--- config.mk ---
export PLATFORM = sky130hd
export DESIGN_NAME = tpc_cache
export DESIGN_NICKNAME = d
export VERILOG_FILES = /design/src/rtl/tpc_cache_pkg.sv /design/src/rtl/tpc_victim_sel.sv /design/src/rtl/tpc_cache.sv
export SDC_FILE = /design/constraint.sdc
export NUM_CORES = 2
export LEC_CHECK = 0
export CAP_MARGIN = 0
export CORE_MARGIN = 3
export CORE_UTILIZATION = 34
export DETAILED_ROUTE_END_ITERATION = 6
export HOLD_SLACK_MARGIN = 0.1
export SKIP_LAST_GASP = 1
export SYNTH_ARGS = -nofsm -noshare
export SYNTH_HDL_FRONTEND = slang
export SYNTH_SLANG_ARGS = --single-unit
export TNS_END_PERCENT = 20
--- constraint.sdc ---
create_clock -name clk_i -period 26.1 [get_ports clk_i]
set_clock_uncertainty 0.2 [all_clocks]
set_input_delay 5.22 -clock clk_i [delete_from_list [all_inputs] [get_ports clk_i]]
set_output_delay 5.22 -clock clk_i [all_outputs]
set_load 0.005 [all_outputs]
--- src/rtl/tpc_cache_pkg.sv ---
// tpc_cache_pkg: shared widths and entry/result types for the translation-path cache.
package tpc_cache_pkg;
    localparam int VPN_PART_LEN = 9;
    localparam int PPN_LEN      = 44;
    localparam int TPC_ASID_LEN = 16;
    localparam int TPC_LEVELS   = 2;
    typedef struct packed {
        logic [TPC_ASID_LEN-1:0]                 asid;
        logic [TPC_LEVELS-1:0][VPN_PART_LEN-1:0] tag;
        logic [TPC_LEVELS-1:0][PPN_LEN-1:0]      ppn;
        logic [TPC_LEVELS-1:0]                   valid;
    } tpc_entry_t;
    typedef struct packed {
        logic [$clog2(TPC_LEVELS+1)-1:0] hit_lvl;
        logic [PPN_LEN-1:0]              ppn;
    } tpc_lookup_res_t;
endpackage

--- src/rtl/tpc_victim_sel.sv ---
// tpc_victim_sel: picks the lowest free entry, else a round-robin pointer that
// only advances when it was the one supplying the victim.
module tpc_victim_sel #(
    parameter  int ENTRIES = 8,
    localparam int IW      = $clog2(ENTRIES)
) (
    input  logic               clk_i,
    input  logic               rst_i,
    input  logic [ENTRIES-1:0] valid_i,
    input  logic               alloc_i,
    output logic [IW-1:0]      victim_o
);
    logic [IW-1:0] r_ptr;
    logic [IW-1:0] w_free_idx;
    logic          w_any_free;
    always_comb begin
        w_free_idx = '0;
        w_any_free = 1'b0;
        for (int i = ENTRIES - 1; i >= 0; i--) begin
            w_free_idx = valid_i[i] ? w_free_idx : IW'(i);
            w_any_free = w_any_free || !valid_i[i];
        end
    end
    assign victim_o = w_any_free ? w_free_idx : r_ptr;
    always_ff @(posedge clk_i) begin
        if (rst_i)
            r_ptr <= '0;
        else if (alloc_i && !w_any_free)
            r_ptr <= (r_ptr == IW'(ENTRIES - 1)) ? '0 : r_ptr + 1'b1;
    end
endmodule

--- src/rtl/tpc_cache.sv ---
// tpc_cache: ASID-tagged cache of non-leaf page-table pointers; a lookup returns
// the deepest cached level so the walker can skip those memory accesses.
module tpc_cache
    import tpc_cache_pkg::*;
#(
    parameter  int ENTRIES  = 8,
    parameter  int LEVELS   = TPC_LEVELS,
    parameter  int ASID_LEN = TPC_ASID_LEN,
    localparam int IW       = $clog2(ENTRIES),
    localparam int LW       = (LEVELS > 1) ? $clog2(LEVELS) : 1,
    localparam int HW       = $clog2(LEVELS + 1)
) (
    input  logic                           clk_i,
    input  logic                           rst_i,
    input  logic                           flush_i,
    input  logic                           flush_asid_en_i,
    input  logic [ASID_LEN-1:0]            flush_asid_i,
    input  logic                           lookup_valid_i,
    output logic                           lookup_ready_o,
    input  logic [LEVELS*VPN_PART_LEN-1:0] lookup_vpn_i,
    input  logic [ASID_LEN-1:0]            lookup_asid_i,
    output logic                           res_valid_o,
    input  logic                           res_ready_i,
    output logic [HW-1:0]                  res_hit_lvl_o,
    output logic [PPN_LEN-1:0]             res_ppn_o,
    output logic [IW-1:0]                  res_idx_o,
    input  logic                           fill_valid_i,
    input  logic [LW-1:0]                  fill_lvl_i,
    input  logic [IW-1:0]                  fill_idx_i,
    input  logic [VPN_PART_LEN-1:0]        fill_tag_i,
    input  logic [PPN_LEN-1:0]             fill_ppn_i,
    input  logic [ASID_LEN-1:0]            fill_asid_i,
    output logic                           fill_done_o,
    output logic [IW-1:0]                  fill_idx_o
);
    logic [ASID_LEN-1:0]     r_asid [ENTRIES];
    logic [VPN_PART_LEN-1:0] r_tag  [ENTRIES][LEVELS];
    logic [PPN_LEN-1:0]      r_ppn  [ENTRIES][LEVELS];
    logic [LEVELS-1:0]       r_vld  [ENTRIES];
    logic                    r_res_valid;
    logic [HW-1:0]           r_hit;
    logic [PPN_LEN-1:0]      r_res_ppn;
    logic [IW-1:0]           r_res_idx;
    logic                    r_fill_done;
    logic [IW-1:0]           r_fill_idx;
    logic [ENTRIES-1:0]      w_v0;
    logic [IW-1:0]           w_victim;
    logic [IW-1:0]           w_tgt;
    logic                    w_lvl0;
    logic                    w_alloc;
    logic                    w_fill_ok;
    logic                    w_fill_we;
    logic                    w_accept;
    logic [LEVELS-1:0]       w_bit;
    logic                    w_run;
    logic [HW-1:0]           w_d;
    logic [HW-1:0]           w_best_d;
    logic [PPN_LEN-1:0]      w_pp;
    logic [PPN_LEN-1:0]      w_best_ppn;
    logic [IW-1:0]           w_best_idx;

    always_comb begin
        w_v0 = '0;
        for (int e = 0; e < ENTRIES; e++)
            w_v0[e] = r_vld[e][0];
    end

    tpc_victim_sel #(.ENTRIES(ENTRIES)) u_victim (
        .clk_i    (clk_i),
        .rst_i    (rst_i),
        .valid_i  (w_v0),
        .alloc_i  (w_alloc),
        .victim_o (w_victim)
    );

    assign w_lvl0         = fill_lvl_i == '0;
    assign w_alloc        = fill_valid_i && !flush_i && w_lvl0;
    assign w_tgt          = w_lvl0 ? w_victim : fill_idx_i;
    assign w_fill_ok      = w_lvl0 || r_vld[fill_idx_i][fill_lvl_i - 1'b1];
    assign w_fill_we      = fill_valid_i && !flush_i && w_fill_ok;
    assign w_bit          = LEVELS'(1) << fill_lvl_i;
    assign lookup_ready_o = !r_res_valid || res_ready_i;
    assign w_accept       = lookup_valid_i && lookup_ready_o;

    // Depth is the run of matching levels from level 0; strict '>' keeps the lowest index on ties.
    always_comb begin
        w_best_d   = '0;
        w_best_ppn = '0;
        w_best_idx = '0;
        w_run      = 1'b0;
        w_d        = '0;
        w_pp       = '0;
        for (int e = 0; e < ENTRIES; e++) begin
            w_run = r_asid[e] == lookup_asid_i;
            w_d   = '0;
            w_pp  = '0;
            for (int l = 0; l < LEVELS; l++) begin
                w_run = w_run && r_vld[e][l]
                        && r_tag[e][l] == lookup_vpn_i[(LEVELS-1-l)*VPN_PART_LEN +: VPN_PART_LEN];
                w_d   = w_run ? HW'(l + 1) : w_d;
                w_pp  = w_run ? r_ppn[e][l] : w_pp;
            end
            w_best_idx = (w_d > w_best_d) ? IW'(e) : w_best_idx;
            w_best_ppn = (w_d > w_best_d) ? w_pp : w_best_ppn;
            w_best_d   = (w_d > w_best_d) ? w_d : w_best_d;
        end
    end

    always_ff @(posedge clk_i) begin
        if (rst_i) begin
            for (int e = 0; e < ENTRIES; e++)
                r_vld[e] <= '0;
        end else if (flush_i) begin
            for (int e = 0; e < ENTRIES; e++)
                if (!flush_asid_en_i || r_asid[e] == flush_asid_i)
                    r_vld[e] <= '0;
        end else if (w_fill_we) begin
            r_vld[w_tgt] <= (r_vld[w_tgt] & (w_bit - 1'b1)) | w_bit;
        end
    end

    always_ff @(posedge clk_i) begin
        if (w_fill_we) begin
            r_tag[w_tgt][fill_lvl_i] <= fill_tag_i;
            r_ppn[w_tgt][fill_lvl_i] <= fill_ppn_i;
            if (w_lvl0)
                r_asid[w_tgt] <= fill_asid_i;
        end
    end

    always_ff @(posedge clk_i) begin
        if (rst_i) begin
            r_res_valid <= 1'b0;
            r_hit       <= '0;
            r_res_ppn   <= '0;
            r_res_idx   <= '0;
            r_fill_done <= 1'b0;
            r_fill_idx  <= '0;
        end else begin
            r_fill_done <= fill_valid_i;
            if (fill_valid_i)
                r_fill_idx <= w_tgt;
            if (w_accept) begin
                r_res_valid <= 1'b1;
                r_hit       <= w_best_d;
                r_res_ppn   <= w_best_ppn;
                r_res_idx   <= w_best_idx;
            end else if (res_ready_i) begin
                r_res_valid <= 1'b0;
            end
        end
    end

    assign res_valid_o   = r_res_valid;
    assign res_hit_lvl_o = r_hit;
    assign res_ppn_o     = r_res_ppn;
    assign res_idx_o     = r_res_idx;
    assign fill_done_o   = r_fill_done;
    assign fill_idx_o    = r_fill_idx;
endmodule

==> results.cfg <==
[cells_and_area]
fin_util = 0.402
design_area_um2 = 51600
syn_to_final_growth_pct = 16.4
drive_above_1_share = 0.110
nets = 3299

[clocking]
cts_resized = 0
insertion_delay_ps = 710
cts_max_level = 3
numCtsBuffers = 103
cts.sinks = 1049
cts_hold_repair.buffers = 0
clk_pin_slew_ps = 70
clock_tree.root_cell = clkbuf_16
cts_tree = yes
post-cts-setup-buffer-count = 0
cts_max_path_buffers = 3

[yosys]
syn-instance-count = 2978
ys_async_sr_fraction = 0
ys_seq_area_frac = 0.697
synth_cell_types = 63
syn-num-nets = 3131
synth-simple-area-share = 0.0646
yosysTopAreaCell = edfxtp_1
synth_area_um2 = 44400
ys.flop_type = edfxtp_1
synth.mux.area_fraction = 0.0637
synth.area.top_cells = edfxtp_1 (67%), xor2_1 (4.2%), mux2i_1 (4.1%), xnor2_1 (3.5%), dfxtp_1 (2.6%)
synth_top_area_frac = 0.671
synth_area_per_cell_um2 = 14.9
synth_common_cells = edfxtp_1 (992), nor2_1 (217), xor2_1 (214), mux2i_1 (182), xnor2_1 (178)
synth_compound_area_frac = 0.0694
synth_most_common_cell = edfxtp_1
synth_edf_count = 992
synth_top_family_by_area = XOR/XNOR gates
ys_ff_latch = 1049
synth_fa_ha_area_frac = 0.00649
ys_warn_count = 0
synth_xor_area_frac = 0.0778

[hold_path]
min-delay-start = r_ppn[5][48]
min_path_type = flip-flop to flip-flop
worstHoldEndpoint = res_ppn_o[4]
hold_depth = 2

[critical_path]
timing.rr.start = r_asid[0][6]
cpMaxStageDelayCell = clkdlybuf4s50_1
reg2reg_slack_ps = 13020
arrival_ps = 18400
critical_path.most_common_cell = ha_1
crit_fanout = 47
max_stage_delay_ps = 680
start_kind = input port
r2r-end = res_ppn_o[16]
ff2ff_path_depth = 48
cp.required_ps = 26480
endpoint_kind = flip-flop
criticalPathCategory = input port to flip-flop

[timing]
slew_headroom = 0.164
layout_setup_ws_ps = 8080
fin_tns_setup_ps = 0
drv_slew = 0
rsz0062_at_grt = no
worstMarginPinSlew_ps = 1250
fin_crit_ps = 18020
setup_viol = 0
hold_violations = 0
fin_crit_sh = 0.690
timing.fmax_mhz = 55.5

[detailed_routing]
vias = 26700
wl_per_cell_um = 26.7
routed_via_density = 5.37
drt-initial-drc-count = 2886
dr.pass1.iters = 5
wirelength_um = 133000
ant_nets = 0
drc = 0

[global_routing]
track_usage = 0.192
first_global_vias = 26100
grt-ovfl-total = 0
antenna_found_initial = 15
grt_first_pass_wirelength_um = 190000
grt_max_degree = 70

[floorplan]
die_w_um = 367
io_pins = 185
die_y_um = 367
fp-row-count = 131
start_util = 0.345
core_area_um2 = 129000
die_area_um2 = 135000

[pwr]
p_int_w = 0.00277
total_power_w = 0.00353
peakVddDrop_mv = 0.0476
power_density_nw_per_um2 = 68.3
combPwrFrac = 0.046
power.switching_w = 0.000760
swShare = 0.216
clock_power_share = 0.424
p_leak_nw = 16.3
seqPwrFrac = 0.530

[run_status]
status = complete, no violations

[run]
cap_violations = 0

[placed_design]
pre_cts_ws_ps = 7430
hpwl_um = 78700
place_area_um2 = 48200
place_congestion = 0.907
numPortBuffers = 184
[kinds of logic after synthesis]
group                    count (synthesis)
AO/OA/AOI/OAI                          463
buffers and inverters                  205
AND/OR/NAND/NOR                        576
flip-flops                            1049
multiplexers                           269
adder cells (fa/ha/maj)                 23
XOR/XNOR                               393
[cells in the final DEF, fill, tap and decap left out, types with 61 or more instances in the layout]
cell type	count
clkdlybuf4s50_1	183
xor2_1	214
nor2_1	199
a22oi_1	83
edfxtp_1	992
clkbuf_16	104
o21ai_0	100
xnor2_1	178
nand2_1	97
nor4_1	61
mux2i_1	182
mux2_2	85
a21oi_1	101
[metal layers]
layer / GRT usage / wire length (um) / vias up
met5: 0 / 39 / -
met1: 0.270 / 57300 / 13600
met2: 0.299 / 60400 / 1201
met3: 0.0329 / 10400 / 222
met4: 0.0708 / 4620 / 6
li1: - / - / 11700
[area by class of cell]
class                           count  area [um2]
Antenna cell                        6        15.0
Clock buffer                      152        2950
Clock inverter                     42         475
Fill cell                       11800       76900
Inverter                           27         101
Multi-Input combinational cell   1724       12700
Sequential cell                  1049       30900
Tap cell                         1729        2160
Timing Repair Buffer              241        2270
[flip-flops by register name, indices dropped and copies added (netlist names)]
name,count
res_idx_o,3
r_asid,128
res_valid_o,1
fill_idx_o,3
r_tag,144
fill_done_o,1
res_hit_lvl_o,2
res_ppn_o,44
r_ppn,704
r_vld,16
u_victim.r_ptr,3
[stage by stage]
step                      cells  hold WS (ps)
after floorplan            2978           278
after global placement     4770           288
after detailed placement   4770           293
after CTS                  4964           291
after global routing       4966           326
final                      4970           293
[worst max-delay path, delay by kind of cell]
family,cells,cell delay (ps)
compound gates,16,4310
simple gates,17,3790
buf+inv,8,2710
fa+ha+maj,7,1850
xor+xnor,1,450
[how the worst max path moves through the flow]
stage | start | end | cells past startpoint
after floorplan | lookup_asid_i[6] | res_ppn_o[10] | 48
after global placement | lookup_vpn_i[15] | res_ppn_o[8] | 49
after detailed placement | lookup_asid_i[6] | res_ppn_o[38] | 49
after CTS | lookup_asid_i[6] | res_ppn_o[38] | 49
after global routing | lookup_vpn_i[9] | res_ppn_o[38] | 49
final | lookup_asid_i[6] | res_ppn_o[16] | 49
[power by group through the flow]
stage	Sequential, W	Clock [W]	Combinational, W
floorplan	0.00190	0	0.0000741
global placement	0.00190	0	0.000160
detailed placement	0.00191	0	0.000161
CTS	0.00187	0.00152	0.000161
global route	0.00187	0.00159	0.000173
finish	0.00187	0.00149	0.000162
(Power assumes the default switching activity.)
